<file path="src/rtl/mem_access_unit.sv">
// Load/store stage: takes an EX-stage op, drives a word-addressed req/ack memory port, returns extended load data or a fault.
// Latency: accept -> ISSUE next cycle -> RESP one cycle after ack/timeout; req_ready is low (pipeline stall) whenever not IDLE.
module mem_access_unit #(
  parameter int DATA_WIDTH     = 32,
  parameter int TIMEOUT_CYCLES = 16,
  parameter int CNT_WIDTH      = 5
) (
  input  logic                  clk,
  input  logic                  reset,
  input  logic                  req_valid,
  output logic                  req_ready,
  input  logic                  req_write,
  input  logic [2:0]            req_funct3,
  input  logic [DATA_WIDTH-1:0] req_addr,
  input  logic [DATA_WIDTH-1:0] req_wdata,
  output logic                  mem_req,
  output logic                  mem_we,
  output logic [DATA_WIDTH-1:0] mem_addr,
  output logic [3:0]            mem_be,
  output logic [DATA_WIDTH-1:0] mem_wdata,
  input  logic                  mem_ack,
  input  logic [DATA_WIDTH-1:0] mem_rdata,
  output logic                  resp_valid,
  output logic [DATA_WIDTH-1:0] resp_rdata,
  output logic [1:0]            resp_err
);

  typedef enum logic [1:0] {IDLE, ISSUE, RESP} state_t;

  localparam logic [CNT_WIDTH-1:0] CNT_LIMIT = CNT_WIDTH'(TIMEOUT_CYCLES - 1);

  state_t                state, state_nxt;
  logic                  wr_q;
  logic [2:0]            f3_q;
  logic [DATA_WIDTH-1:0] addr_q;
  logic [DATA_WIDTH-1:0] wdata_q;
  logic [DATA_WIDTH-1:0] rdata_q;
  logic [1:0]            err_q;
  logic [CNT_WIDTH-1:0]  cnt;

  logic [1:0]            req_err;
  logic                  legal;
  logic [1:0]            lane;
  logic [DATA_WIDTH-1:0] rd_shift;
  logic [DATA_WIDTH-1:0] load_ext;
  logic [3:0]            be_sel;
  logic [DATA_WIDTH-1:0] wd_rep;

  // Illegal funct3 is checked first so it masks any misalignment.
  always_comb begin
    req_err = 2'b00;
    if (req_write) legal = !req_funct3[2] && (req_funct3[1:0] != 2'b11);
    else           legal = (req_funct3[1:0] != 2'b11) && !(req_funct3[2] && req_funct3[1]);
    if (!legal) begin
      req_err = 2'b10;
    end else begin
      case (req_funct3[1:0])
        2'b01:   if (req_addr[0])          req_err = 2'b01;
        2'b10:   if (req_addr[1:0] != 2'b00) req_err = 2'b01;
        default: req_err = 2'b00;
      endcase
    end
  end

  // Lane steering from the captured op; loads reuse the same byte enables.
  always_comb begin
    lane     = addr_q[1:0];
    rd_shift = mem_rdata >> {lane, 3'b000};
    case (f3_q)
      3'b000:  load_ext = {{(DATA_WIDTH-8){rd_shift[7]}}, rd_shift[7:0]};
      3'b001:  load_ext = {{(DATA_WIDTH-16){rd_shift[15]}}, rd_shift[15:0]};
      3'b100:  load_ext = {{(DATA_WIDTH-8){1'b0}}, rd_shift[7:0]};
      3'b101:  load_ext = {{(DATA_WIDTH-16){1'b0}}, rd_shift[15:0]};
      default: load_ext = rd_shift;
    endcase
    case (f3_q[1:0])
      2'b00: begin
        be_sel = 4'b0001 << lane;
        wd_rep = {4{wdata_q[7:0]}};
      end
      2'b01: begin
        be_sel = 4'b0011 << lane;
        wd_rep = {2{wdata_q[15:0]}};
      end
      default: begin
        be_sel = 4'b1111;
        wd_rep = wdata_q;
      end
    endcase
  end

  always_ff @(posedge clk or negedge reset) begin
    if (!reset) state <= IDLE;
    else        state <= state_nxt;
  end

  always_comb begin
    state_nxt = state;
    case (state)
      IDLE:    if (req_valid) state_nxt = (req_err == 2'b00) ? ISSUE : RESP;
      ISSUE:   if (mem_ack || cnt == CNT_LIMIT) state_nxt = RESP;
      RESP:    state_nxt = IDLE;
      default: state_nxt = IDLE;
    endcase
  end

  always_ff @(posedge clk or negedge reset) begin
    if (!reset) begin
      wr_q    <= 1'b0;
      f3_q    <= 3'b000;
      addr_q  <= '0;
      wdata_q <= '0;
      rdata_q <= '0;
      err_q   <= 2'b00;
      cnt     <= '0;
    end else begin
      case (state)
        IDLE: begin
          if (req_valid) begin
            wr_q    <= req_write;
            f3_q    <= req_funct3;
            addr_q  <= req_addr;
            wdata_q <= req_wdata;
            err_q   <= req_err;
            rdata_q <= '0;
            cnt     <= '0;
          end
        end
        ISSUE: begin
          // An ack on the final allowed cycle still completes normally.
          if (mem_ack) begin
            err_q   <= 2'b00;
            rdata_q <= wr_q ? '0 : load_ext;
          end else begin
            cnt <= cnt + 1'b1;
            if (cnt == CNT_LIMIT) err_q <= 2'b11;
          end
        end
        RESP:    cnt <= '0;
        default: cnt <= '0;
      endcase
    end
  end

  always_comb begin
    req_ready  = 1'b0;
    mem_req    = 1'b0;
    mem_we     = 1'b0;
    mem_addr   = '0;
    mem_be     = 4'b0000;
    mem_wdata  = '0;
    resp_valid = 1'b0;
    resp_rdata = '0;
    resp_err   = 2'b00;
    case (state)
      IDLE:  req_ready = 1'b1;
      ISSUE: begin
        mem_req   = 1'b1;
        mem_we    = wr_q;
        mem_addr  = {addr_q[DATA_WIDTH-1:2], 2'b00};
        mem_be    = be_sel;
        mem_wdata = wd_rep;
      end
      RESP: begin
        resp_valid = 1'b1;
        resp_rdata = rdata_q;
        resp_err   = err_q;
      end
      default: req_ready = 1'b0;
    endcase
  end

endmodule
</file>
<file path="config.mk">
export PLATFORM = sky130hd
export DESIGN_NAME = mem_access_unit
export DESIGN_NICKNAME = d
export VERILOG_FILES = /design/src/rtl/mem_access_unit.sv
export SDC_FILE = /design/constraint.sdc
export NUM_CORES = 1
export LEC_CHECK = 0
export CAP_MARGIN = 40
export CORE_UTILIZATION = 30
export CTS_BUF_LIST = sky130_fd_sc_hd__clkbuf_8 sky130_fd_sc_hd__clkbuf_16
export DETAILED_ROUTE_END_ITERATION = 8
export SYNTH_ARGS = -nofsm -noshare
export SYNTH_HDL_FRONTEND = slang
export SYNTH_SLANG_ARGS = --single-unit
export TNS_END_PERCENT = 30
</file>
<file path="constraint.sdc">
create_clock -name clk -period 2.4 [get_ports clk]
set_input_delay 0.48 -clock clk [delete_from_list [all_inputs] [get_ports clk]]
set_output_delay 0.48 -clock clk [all_outputs]
set_load 0.05 [all_outputs]
</file>
==> results.rst <==
.. list-table::
   :header-rows: 1

   * - Metric
     - Value
   * - Area of the mapped netlist
     - 5924 um^2
   * - Count of flip-flops with a built-in enable after synthesis
     - 0
   * - Global-route wire length before repair
     - 27.03 mm
   * - Part of the power in registers
     - 32.5%
   * - Initial drt markers
     - 210
   * - #FFs+latches synth
     - 109
   * - Total DRC errors in the routed layout
     - 0
   * - Bufs on Longest Clock Path
     - 2
   * - TNS Setup
     - 0 ns
   * - Worst-Margin Slew
     - 0.8826 ns
   * - GRT Residual Overflow
     - 0
   * - CTS tree
     - built
   * - Total Power
     - 9.154 mW
   * - Startpoint type of the worst setup path
     - register
   * - Type of the tightest min-delay check
     - input pin to async pin
   * - Number of antenna violations at the first check in global routing
     - 0
   * - Portion of the clock cycle consumed by the worst path in the final layout
     - 94.23%
   * - # hold bufs at CTS
     - 0
   * - Final hold violation count
     - 0
   * - Total power per unit cell area
     - 986.8 nW/um^2
   * - Root buffer cell
     - clkbuf_16
   * - Number of distinct library cells after synthesis
     - 47
   * - Routability-driven placement congestion ratio
     - 0.8397
   * - Proportion of register bits with asynchronous set or reset after synthesis
     - 100.0%
   * - Detailed-routing iteration count for the pre-antenna-repair pass
     - 6
   * - Clock Skews
     - 0.005617 ns
   * - Initial core utilization
     - 30.54%
   * - Worst IR Drop VDD
     - 0.0004765 V
   * - Number of cell rows
     - 51
   * - Number of placed I/O pins
     - 210
   * - Data arrival time of the critical path
     - 1.78 ns
   * - Number of inserted diodes
     - 0
   * - Relative slew margins
     - 41.16%
   * - Number of vias per cell after detailed routing
     - 4.761
   * - Cell count after synthesis
     - 558
   * - Post-route setup slack
     - 0.1384 ns
   * - Peak Freq
     - 442.2 MHz
   * - Final Instance Area
     - 9276 um^2
   * - Horizontal extent of the die
     - 142.5 um
   * - Status
     - finished, final reports clean
   * - Total routed wirelength
     - 17.30 mm
   * - Pint
     - 5.531 mW
   * - Share of post-route cells with drive strength above 1
     - 30.63%
   * - Final setup violation count
     - 0
   * - Cell Area, Placed
     - 8945 um^2
   * - Worst setup EP type
     - output port
   * - Post-layout minimum cycle time
     - 2.262 ns
   * - Number of max-capacitance violations reported
     - 0
   * - Number of slew-limit violations in the final report
     - 0
   * - Number of global-route vias before repair
     - 5042
   * - Average wire per standard cell
     - 16.81 um
   * - Required time of the worst setup path
     - 1.92 ns
   * - Dpl ws
     - -0.02086 ns
   * - Core region area
     - 19400 um^2
   * - Largest net degree at the start of global routing
     - 45
   * - Part of the total power dissipated in combinational logic
     - 49.7%
   * - Leakage power of the design
     - 4.073 nW
   * - Quantity of I/O buffers inserted on ports
     - 207
   * - Sequential area share after synthesis
     - 46.04%
   * - Detailed-route via count
     - 4899
   * - RSZ-0062 raised after global routing
     - false
   * - Number of clock sinks
     - 109
   * - DP HPWL
     - 13.19 mm
   * - Deepest level of the CTS H-tree
     - 3
   * - Layout overhead on the synthesized area
     - 56.58%
   * - Dominant synthesized flop cell
     - dfrtp_1
   * - Critical Path Fanout Max
     - 12
   * - Total clock buffers created by CTS
     - 9
   * - Clk network pwr share
     - 17.9%
   * - Post-synthesis average cell area
     - 10.62 um^2
   * - Die Area
     - 20310 um^2
   * - Synth Warn #
     - 0
   * - Filler-free cell count of the finished design
     - 1029
   * - End-of-flow core utilization
     - 47.82%
   * - Routed Antenna Nets
     - 0
   * - Global router's overall resource usage
     - 17.32%
   * - Die extent in y
     - 142.5 um
   * - Net total in the final layout
     - 868
   * - Number of placed instances, taps included
     - 1013
   * - Later-pin clock latency in the skew report
     - 0.35 ns
   * - Net switching fraction of the power
     - 39.57%
   * - Hold_ws
     - 0.06525 ns
   * - P_sw
     - 3.623 mW
   * - Start-to-end type of the worst setup path
     - register to output port
   * - CTS clock-pin slew for the worst setup and hold paths
     - 0.07 ns
[area by class of cell]
| type | count | area, um^2 |
|---|---|---|
| clock buffers | 11 | 252.7 |
| clock inverters | 5 | 75.07 |
| fillers | 1783 | 10120 |
| inverters | 5 | 23.77 |
| multi-input cells | 399 | 2968 |
| flip-flops and latches | 109 | 2730 |
| well taps | 265 | 331.6 |
| repair buffers | 235 | 2895 |
[path summary, 6_finish.rpt]
kind,from,endpoint,slack [ns],cells past startpoint
min in group clk,rdata_q[15],rdata_q[15],0.48,2
hold / removal,reset,cnt[3],0.07,1
setup / recovery,f3_q[0],mem_wdata[9],0.14,6
hold reg to reg,rdata_q[15],rdata_q[15],0.48,2
max in group asynchronous,reset,addr_q[14],1.57,2
setup reg to reg,addr_q[0],rdata_q[28],0.33,4
[cell usage in the layout (no fill, tap or decap), drive strengths merged, types with 2 or more instances in the layout]
| master | count |
|---|---|
| a211o | 15 |
| a21oi | 35 |
| a221o | 8 |
| a22o | 2 |
| a32o | 7 |
| and2 | 73 |
| and3 | 2 |
| buf | 133 |
| bufinv | 2 |
| clkbuf | 11 |
| clkdlybuf4s50 | 102 |
| conb | 2 |
| dfrtp | 109 |
| ha | 5 |
| inv | 6 |
| mux2 | 71 |
| mux2i | 32 |
| nand2 | 33 |
| nand2b | 3 |
| nand3b | 9 |
| nor2 | 51 |
| nor2b | 9 |
| nor3b | 7 |
| o21ai | 19 |
| xnor2 | 3 |
[worst max-delay path: stages (launching register included)]
cell	delay [ns]
dfrtp_1	0.38
buf_4	0.20
nor2_1	0.16
buf_4	0.17
nand2_1	0.06
a21oi_1	0.28
buf_12	0.18
[synth_stat cells (2+ instances only)]
cell type | n | area [um^2]
a211o_1 | 15 | 131.4
a21oi_1 | 34 | 170.2
a221o_1 | 8 | 80.08
a22o_1 | 2 | 17.52
a32o_1 | 7 | 70.07
and2_1 | 73 | 456.7
and3_1 | 2 | 12.51
buf_2 | 19 | 95.09
buf_4 | 5 | 37.54
buf_6 | 2 | 22.52
clkbuf_1 | 19 | 71.32
dfrtp_1 | 109 | 2728
ha_1 | 5 | 62.56
inv_1 | 4 | 15.01
mux2_2 | 70 | 788.3
mux2i_1 | 32 | 320.3
nand2_1 | 33 | 123.9
nand2b_1 | 2 | 12.51
nand3b_1 | 8 | 60.06
nor2_1 | 50 | 187.7
nor2b_1 | 9 | 56.30
nor3b_1 | 6 | 45.04
o21ai_0 | 11 | 55.05
o21ai_1 | 8 | 40.04
xnor2_1 | 3 | 26.28
[metal layers]
metal  routed length, um  global-route usage (%)
met1                7389                   21.72
met2                8162                   27.63
met3                1234                   4.778
met4                 509                   7.980
met5                   0                       0
[kinds of logic after synthesis]
kind of cell | Yosys count | synth area share [%]
other | 1 | 0.06330
buffers and inverters | 51 | 4.287
AND/OR/NAND/NOR | 192 | 17.68
flip-flops | 109 | 46.04
multiplexers | 104 | 19.28
XOR/XNOR | 4 | 0.7182
AO/OA/AOI/OAI | 92 | 10.88
adder cells (fa/ha/maj) | 5 | 1.056
[power groups by stage]
stage                     sequential [mW]  combinational [mW]  clock (mW)
final                                2.97                4.55        1.64
after global routing                 3.07                4.86        1.76
after CTS                            2.97                4.60        1.69
after detailed placement             3.00                4.58           0
after global placement               2.96                4.52           0
after floorplan                      2.75                3.07           0
[sequential cells by signal, summed over array words and instances (netlist names)]
name	flops
state	2
f3_q	3
rdata_q	32
addr_q	32
wr_q	1
wdata_q	32
err_q	2
cnt	5
[what timing repair did]
action / in CTS / in global routing
setup buffers: 0 / 0
hold endpoints to repair: 0 / 0
endpoints found under the setup margin: 6 / 0
gates resized for setup: 2 / 0
Note: power is estimated with default switching activity, not from simulation.
